--- src/rtl/conv_enc_stream.sv ---
// Streaming convolutional encoder with runtime K (3..9) and rate 1/2 or 1/3.
// Valid/ready on info bits and code symbols, with zero-tail trellis termination.
module conv_enc_stream #(
    parameter int unsigned MAX_K = 9,
    parameter int unsigned MAX_N = 3,
    parameter int unsigned LEN_W = 12
) (
    input  logic                     sys_clk,
    input  logic                     rst,
    input  logic                     i_start,
    input  logic [1:0]               i_constr_len,
    input  logic                     i_code_rate,
    input  logic [MAX_N*MAX_K-1:0]   i_gen_poly,
    input  logic [LEN_W-1:0]         i_frame_len,
    input  logic                     i_tail_en,
    input  logic                     i_bit,
    input  logic                     i_bit_valid,
    output logic                     o_bit_ready,
    output logic [MAX_N-1:0]         o_sym,
    output logic                     o_sym_valid,
    input  logic                     i_sym_ready,
    output logic                     o_sym_last,
    output logic                     o_busy,
    output logic                     o_done,
    output logic                     o_cfg_err
);

    localparam int unsigned KW = 4;

    typedef enum logic [1:0] {StIdle, StData, StTail, StFlush} state_e;

    state_e                   state_q, state_d;
    logic [KW-1:0]            k_q, k_d;
    logic                     rate_q, rate_d;
    logic [MAX_N*MAX_K-1:0]   poly_q, poly_d;
    logic [LEN_W-1:0]         len_q, len_d;
    logic                     tail_q, tail_d;
    logic [MAX_K-2:0]         sr_q, sr_d;
    logic [LEN_W-1:0]         cnt_q, cnt_d;
    logic [KW-1:0]            tcnt_q, tcnt_d;
    logic [MAX_N-1:0]         sym_q, sym_d;
    logic                     sym_valid_q, sym_valid_d;
    logic                     sym_last_q, sym_last_d;
    logic                     done_q, done_d;
    logic                     cfg_err_q, cfg_err_d;

    logic                     slot_free;
    logic                     bit_ready;
    logic                     bit_fire;
    logic                     tail_fire;
    logic                     enc_in;
    logic                     last_bit;
    logic                     last_tail;
    logic [LEN_W:0]           cnt_inc;
    logic [MAX_K-1:0]         win;
    logic [MAX_K-1:0]         k_mask;
    logic [MAX_N-1:0]         enc_sym;

    assign slot_free = !sym_valid_q || i_sym_ready;
    assign bit_ready = (state_q == StData) && slot_free;
    assign bit_fire  = bit_ready && i_bit_valid;
    assign tail_fire = (state_q == StTail) && slot_free;
    assign enc_in    = (state_q == StData) ? i_bit : 1'b0;
    assign cnt_inc   = {1'b0, cnt_q} + (LEN_W + 1)'(1);
    assign last_bit  = cnt_inc == {1'b0, len_q};
    assign last_tail = (tcnt_q + KW'(1)) == (k_q - KW'(1));

    // Newest history bit sits at the top of sr_q, so the K-wide window is the
    // top K bits of {input, history}.
    assign win = {enc_in, sr_q} >> (MAX_K - 32'(k_q));

    always_comb begin
        k_mask  = '0;
        enc_sym = '0;
        for (int i = 0; i < int'(MAX_K); i++) begin
            k_mask[i] = i < int'(k_q);
        end
        for (int j = 0; j < int'(MAX_N); j++) begin
            if (j < 2 || rate_q) begin
                enc_sym[j] = ^(poly_q[j*MAX_K +: MAX_K] & k_mask & win);
            end
        end
    end

    always_comb begin
        state_d     = state_q;
        k_d         = k_q;
        rate_d      = rate_q;
        poly_d      = poly_q;
        len_d       = len_q;
        tail_d      = tail_q;
        sr_d        = sr_q;
        cnt_d       = cnt_q;
        tcnt_d      = tcnt_q;
        sym_d       = sym_q;
        sym_valid_d = sym_valid_q;
        sym_last_d  = sym_last_q;
        done_d      = 1'b0;
        cfg_err_d   = i_start && (state_q != StIdle);

        if (slot_free) begin
            sym_d       = '0;
            sym_valid_d = 1'b0;
            sym_last_d  = 1'b0;
        end
        if (bit_fire || tail_fire) begin
            sym_d       = enc_sym;
            sym_valid_d = 1'b1;
            sym_last_d  = bit_fire ? (last_bit && !tail_q) : last_tail;
            sr_d        = {enc_in, sr_q[MAX_K-2:1]};
        end

        unique case (state_q)
            StIdle: begin
                if (i_start) begin
                    k_d    = KW'(3) + {1'b0, i_constr_len, 1'b0};
                    rate_d = i_code_rate;
                    poly_d = i_gen_poly;
                    len_d  = i_frame_len;
                    tail_d = i_tail_en;
                    sr_d   = '0;
                    cnt_d  = '0;
                    tcnt_d = '0;
                    if (i_frame_len != '0) begin
                        state_d = StData;
                    end else begin
                        state_d = i_tail_en ? StTail : StFlush;
                    end
                end
            end
            StData: begin
                if (bit_fire) begin
                    cnt_d = cnt_q + LEN_W'(1);
                    if (last_bit) begin
                        state_d = tail_q ? StTail : StFlush;
                    end
                end
            end
            StTail: begin
                if (tail_fire) begin
                    tcnt_d = tcnt_q + KW'(1);
                    if (last_tail) begin
                        state_d = StFlush;
                    end
                end
            end
            StFlush: begin
                // Slot free here means the final symbol (if any) has been taken.
                if (slot_free) begin
                    state_d = StIdle;
                    done_d  = 1'b1;
                end
            end
            default: state_d = StIdle;
        endcase
    end

    always_ff @(posedge sys_clk or negedge rst) begin
        if (!rst) begin
            state_q     <= StIdle;
            k_q         <= '0;
            rate_q      <= 1'b0;
            poly_q      <= '0;
            len_q       <= '0;
            tail_q      <= 1'b0;
            sr_q        <= '0;
            cnt_q       <= '0;
            tcnt_q      <= '0;
            sym_q       <= '0;
            sym_valid_q <= 1'b0;
            sym_last_q  <= 1'b0;
            done_q      <= 1'b0;
            cfg_err_q   <= 1'b0;
        end else begin
            state_q     <= state_d;
            k_q         <= k_d;
            rate_q      <= rate_d;
            poly_q      <= poly_d;
            len_q       <= len_d;
            tail_q      <= tail_d;
            sr_q        <= sr_d;
            cnt_q       <= cnt_d;
            tcnt_q      <= tcnt_d;
            sym_q       <= sym_d;
            sym_valid_q <= sym_valid_d;
            sym_last_q  <= sym_last_d;
            done_q      <= done_d;
            cfg_err_q   <= cfg_err_d;
        end
    end

    assign o_bit_ready = bit_ready;
    assign o_sym       = sym_q;
    assign o_sym_valid = sym_valid_q;
    assign o_sym_last  = sym_last_q;
    assign o_busy      = state_q != StIdle;
    assign o_done      = done_q;
    assign o_cfg_err   = cfg_err_q;

endmodule

--- config.mk ---
export PLATFORM = sky130hd
export DESIGN_NAME = conv_enc_stream
export DESIGN_NICKNAME = d
export VERILOG_FILES = /design/src/rtl/conv_enc_stream.sv
export SDC_FILE = /design/constraint.sdc
export NUM_CORES = 1
export LEC_CHECK = 0
export ABC_CLOCK_PERIOD_IN_PS = 6900
export CAP_MARGIN = 20
export CELL_PAD_IN_SITES_DETAIL_PLACEMENT = 0
export CELL_PAD_IN_SITES_GLOBAL_PLACEMENT = 1
export CORE_UTILIZATION = 45
export CTS_BUF_LIST = sky130_fd_sc_hd__clkbuf_16
export DETAILED_ROUTE_END_ITERATION = 10
export GPL_TIMING_DRIVEN = 0
export PLACE_DENSITY_LB_ADDON = 0.1
export SYNTH_ARGS = -nofsm -noshare
export SYNTH_HDL_FRONTEND = slang
export SYNTH_SLANG_ARGS = --single-unit
--- constraint.sdc ---
create_clock -name sys_clk -period 6.9 [get_ports sys_clk]
set_input_delay 1.38 -clock sys_clk [delete_from_list [all_inputs] [get_ports sys_clk]]
set_output_delay 1.38 -clock sys_clk [all_outputs]
set_load 0.05 [all_outputs]
==> flow_summary_export.csv <==
group,metric,value,unit
die,pin_count,58,
detailed_routing,wl,12370,µm
worst_setup_path,critPathRequiredTime,5520,ps
worst_setup_path,critPathKind,"in -> out",
sta,period_share,69.55,%
cts,clkLatencyLatePin,340,ps
cts,hold_buffers,0,
sta,finalMaxSlewViolations,0,
cts,cts_root_buf,"clkbuf_16",
sta,finalWorstPathRequiredPeriod,4799,ps
grt,grt_pass1_vias,4180,
logic_synthesis,seq_area_frac_synth,40.78,%
cts,cts_tree,"built",
die,die-height,105.1,µm
placed_design,dpl.cell_count,761,
logic_synthesis,synth.most_common_cell,"nand2_1",
cts,cts_sinks,78,
grt,antenna_found_initial,0,
power_and_ir_drop,p_leak,2.584,nW
cts,cts-resized-gates,0,
sta,finalHoldViolCount,0,
worst_setup_path,cp.arrival,3420,ps
min_path,min_path_type,"reg -> reg",
grt,grt-ovfl-total,0,
sta,worst_slack,2101,ps
detailed_routing,vias,4234,
layout,syn2layout_area_growth,21.59,%
sta,fmax,208.4,MHz
layout,final_nets,696,
cts,cts_made_buffers,9,
power_and_ir_drop,vdd_drop_max,0.2060,mV
sta,finalSetupTns,0,ps
sta,setup_viol,0,
logic_synthesis,synth.distinct_cells,54,
layout,antenna_cells,0,
sta,relSlewSlack,55.75,%
die,rows,37,
logic_synthesis,yosys_register_bits,78,
logic_synthesis,ys_top_cells_by_count,"nand2_1 (172), dfrtp_1 (78), o21ai_0 (40), nor2_1 (29), xnor2_1 (26)",
layout,instances_no_fill,777,
layout,utilization,56.37,%
placed_design,dp.final_hpwl,9334,µm
logic_synthesis,synthArstFlopShare,100.0,%
detailed_routing,antenna_left,0,
sta,tightestPinTransition,663.7,ps
logic_synthesis,synth_nets,627,
logic_synthesis,synth_edf_count,0,
sta,whs,473.7,ps
logic_synthesis,synth_area,4786,µm²
sta,finalClockSkew,9.059,ps
logic_synthesis,ys.flop_type,"dfrtp_1",
detailed_routing,firstDrtPassIters,4,
sta,rsz0062_at_grt,"false",
cts,cts_setup_buffers,0,
die,start_util,46.36,%
worst_setup_path,setup.worst_path.end_class,"output pin",
worst_setup_path,crit_fanout,10,
detailed_routing,drcViolationCount,0,
die,core,10320,µm²
cts,cts.clk_slew.worst_paths,60,ps
flow_run,maxCapViolCount,0,
die,die_area,11050,µm²
placed_design,io_buffers,57,
logic_synthesis,synth_top_cell_by_area,"dfrtp_1",
detailed_routing,post_drt_via_cell_ratio,5.449,
grt,grt_pass1_wl,20520,µm
layout,drive_gt1_share,6.864,%
cts,clk_path_buf_depth,2,
grt,grt.total_usage,23.93,%
detailed_routing,wl_per_cell,15.92,µm
placed_design,gp_congestion,0.9206,
logic_synthesis,avgSynthCellArea,8.441,µm²
worst_setup_path,start_kind,"input pin",
cts,htreeDepth,3,
logic_synthesis,postSynthCellCount,567,
power_and_ir_drop,p_per_area,393.4,nW/µm²
grt,grt_max_degree,50,
die,fp.dieW,105.1,µm
logic_synthesis,synth.area.top_cells,"dfrtp_1 (41%), nand2_1 (13%), xnor2_1 (4.8%)",
placed_design,place_ws,2126,ps
logic_synthesis,ys_warn_count,0,
run_status,status,"finished, final reports clean",
detailed_routing,drtIter0Drc,166,
logic_synthesis,synth_top_cell_area_share,40.78,%
## stage by stage
stage	power (mW)	area, µm²
after global routing	2.457	5819
after global placement	1.841	5527
after floorplan	1.525	4786
final	2.289	5819
after CTS	2.304	5819
after detailed placement	1.859	5552
## worst paths after layout
check	cells past startpoint	endpoint	slack (ps)	from
worst max-delay path	5	o_bit_ready	2100	i_sym_ready
worst min-delay path	2	poly_q[14]	470	poly_q[14]
worst max register to register	12	o_sym[2]	2960	k_q[1]
worst min register to register	2	poly_q[14]	470	poly_q[14]
max in group asynchronous	2	poly_q[21]	5340	rst
min in group asynchronous	1	o_sym_last	970	rst
## cell type report
class | instances | area, µm²
repair buffers | 58 | 595.6
fillers | 957 | 4504
inverters | 11 | 41.29
flip-flops and latches | 78 | 1952
clock inverters | 7 | 42.54
clock buffers | 9 | 225.2
multi-input cells | 445 | 2659
well taps | 136 | 170.2
plain buffers | 33 | 133.9
## placed cells by master (no fill, tap or decap), types with 2 or more instances in the layout
master,n
nand3_1,22
nor3b_1,6
a22o_1,4
inv_1,12
and3_1,3
mux4_2,2
nor3_1,9
clkdlybuf4s50_1,56
a221oi_1,2
clkbuf_16,9
nand2_1,172
and2_1,6
xor2_1,9
xnor2_1,26
ha_1,11
o221ai_1,4
a2111oi_4,2
nor2b_1,10
o31ai_1,8
a32o_1,4
clkbuf_1,24
a31oi_1,5
xnor3_1,6
o21ai_0,40
nor2_1,29
clkinvlp_4,4
a31o_2,2
nor4_1,3
a21oi_1,21
nand4_1,4
dfrtp_1,78
mux2_2,6
buf_2,7
a22oi_1,5
mux2i_1,3
nand2b_1,2
## report_power, final
part | switching (mW) | internal (mW) | leakage, nW
Sequential | 0.129 | 0.621 | 1.01
Clock | 0.196 | 0.240 | 0.122
Combinational | 0.671 | 0.432 | 1.46
Total | 0.996 | 1.29 | 2.58
## routing by layer
layer  vias to the layer above  part of all wire, %  track usage (%)
li1                       2079                    -                -
met1                      2028                   45            30.58
met2                       107                   48            39.03
met3                        20                  4.3            4.429
met4                         0                  3.0            11.57
met5                         -                    0                0
## flip-flops by register name (all words and copies together), names as in the netlist
name	flops
cnt_q	12
k_q	4
len_q	12
o_cfg_err	1
o_done	1
o_sym	3
o_sym_last	1
o_sym_valid	1
poly_q	27
rate_q	1
sr_q	8
state_q	2
tail_q	1
tcnt_q	4
## worst max-delay path, stage by stage
cell	delay, ps
clkdlybuf4s50_1	480
nand2b_1	220
clkbuf_1	370
and2_1	190
clkdlybuf4s50_1	790
## cells by family (layout without fill, tap and decap cells)
kind of cell	Yosys count	count (layout)	synth area share [%]
compound gates	106	106	14.90
xor+xnor	41	41	9.229
fa+ha+maj	11	11	2.876
buf+inv	44	118	3.660
flops	78	78	40.78
mux	12	12	3.294
simple gates	275	275	25.26
Power figures use the tool's default switching activity.
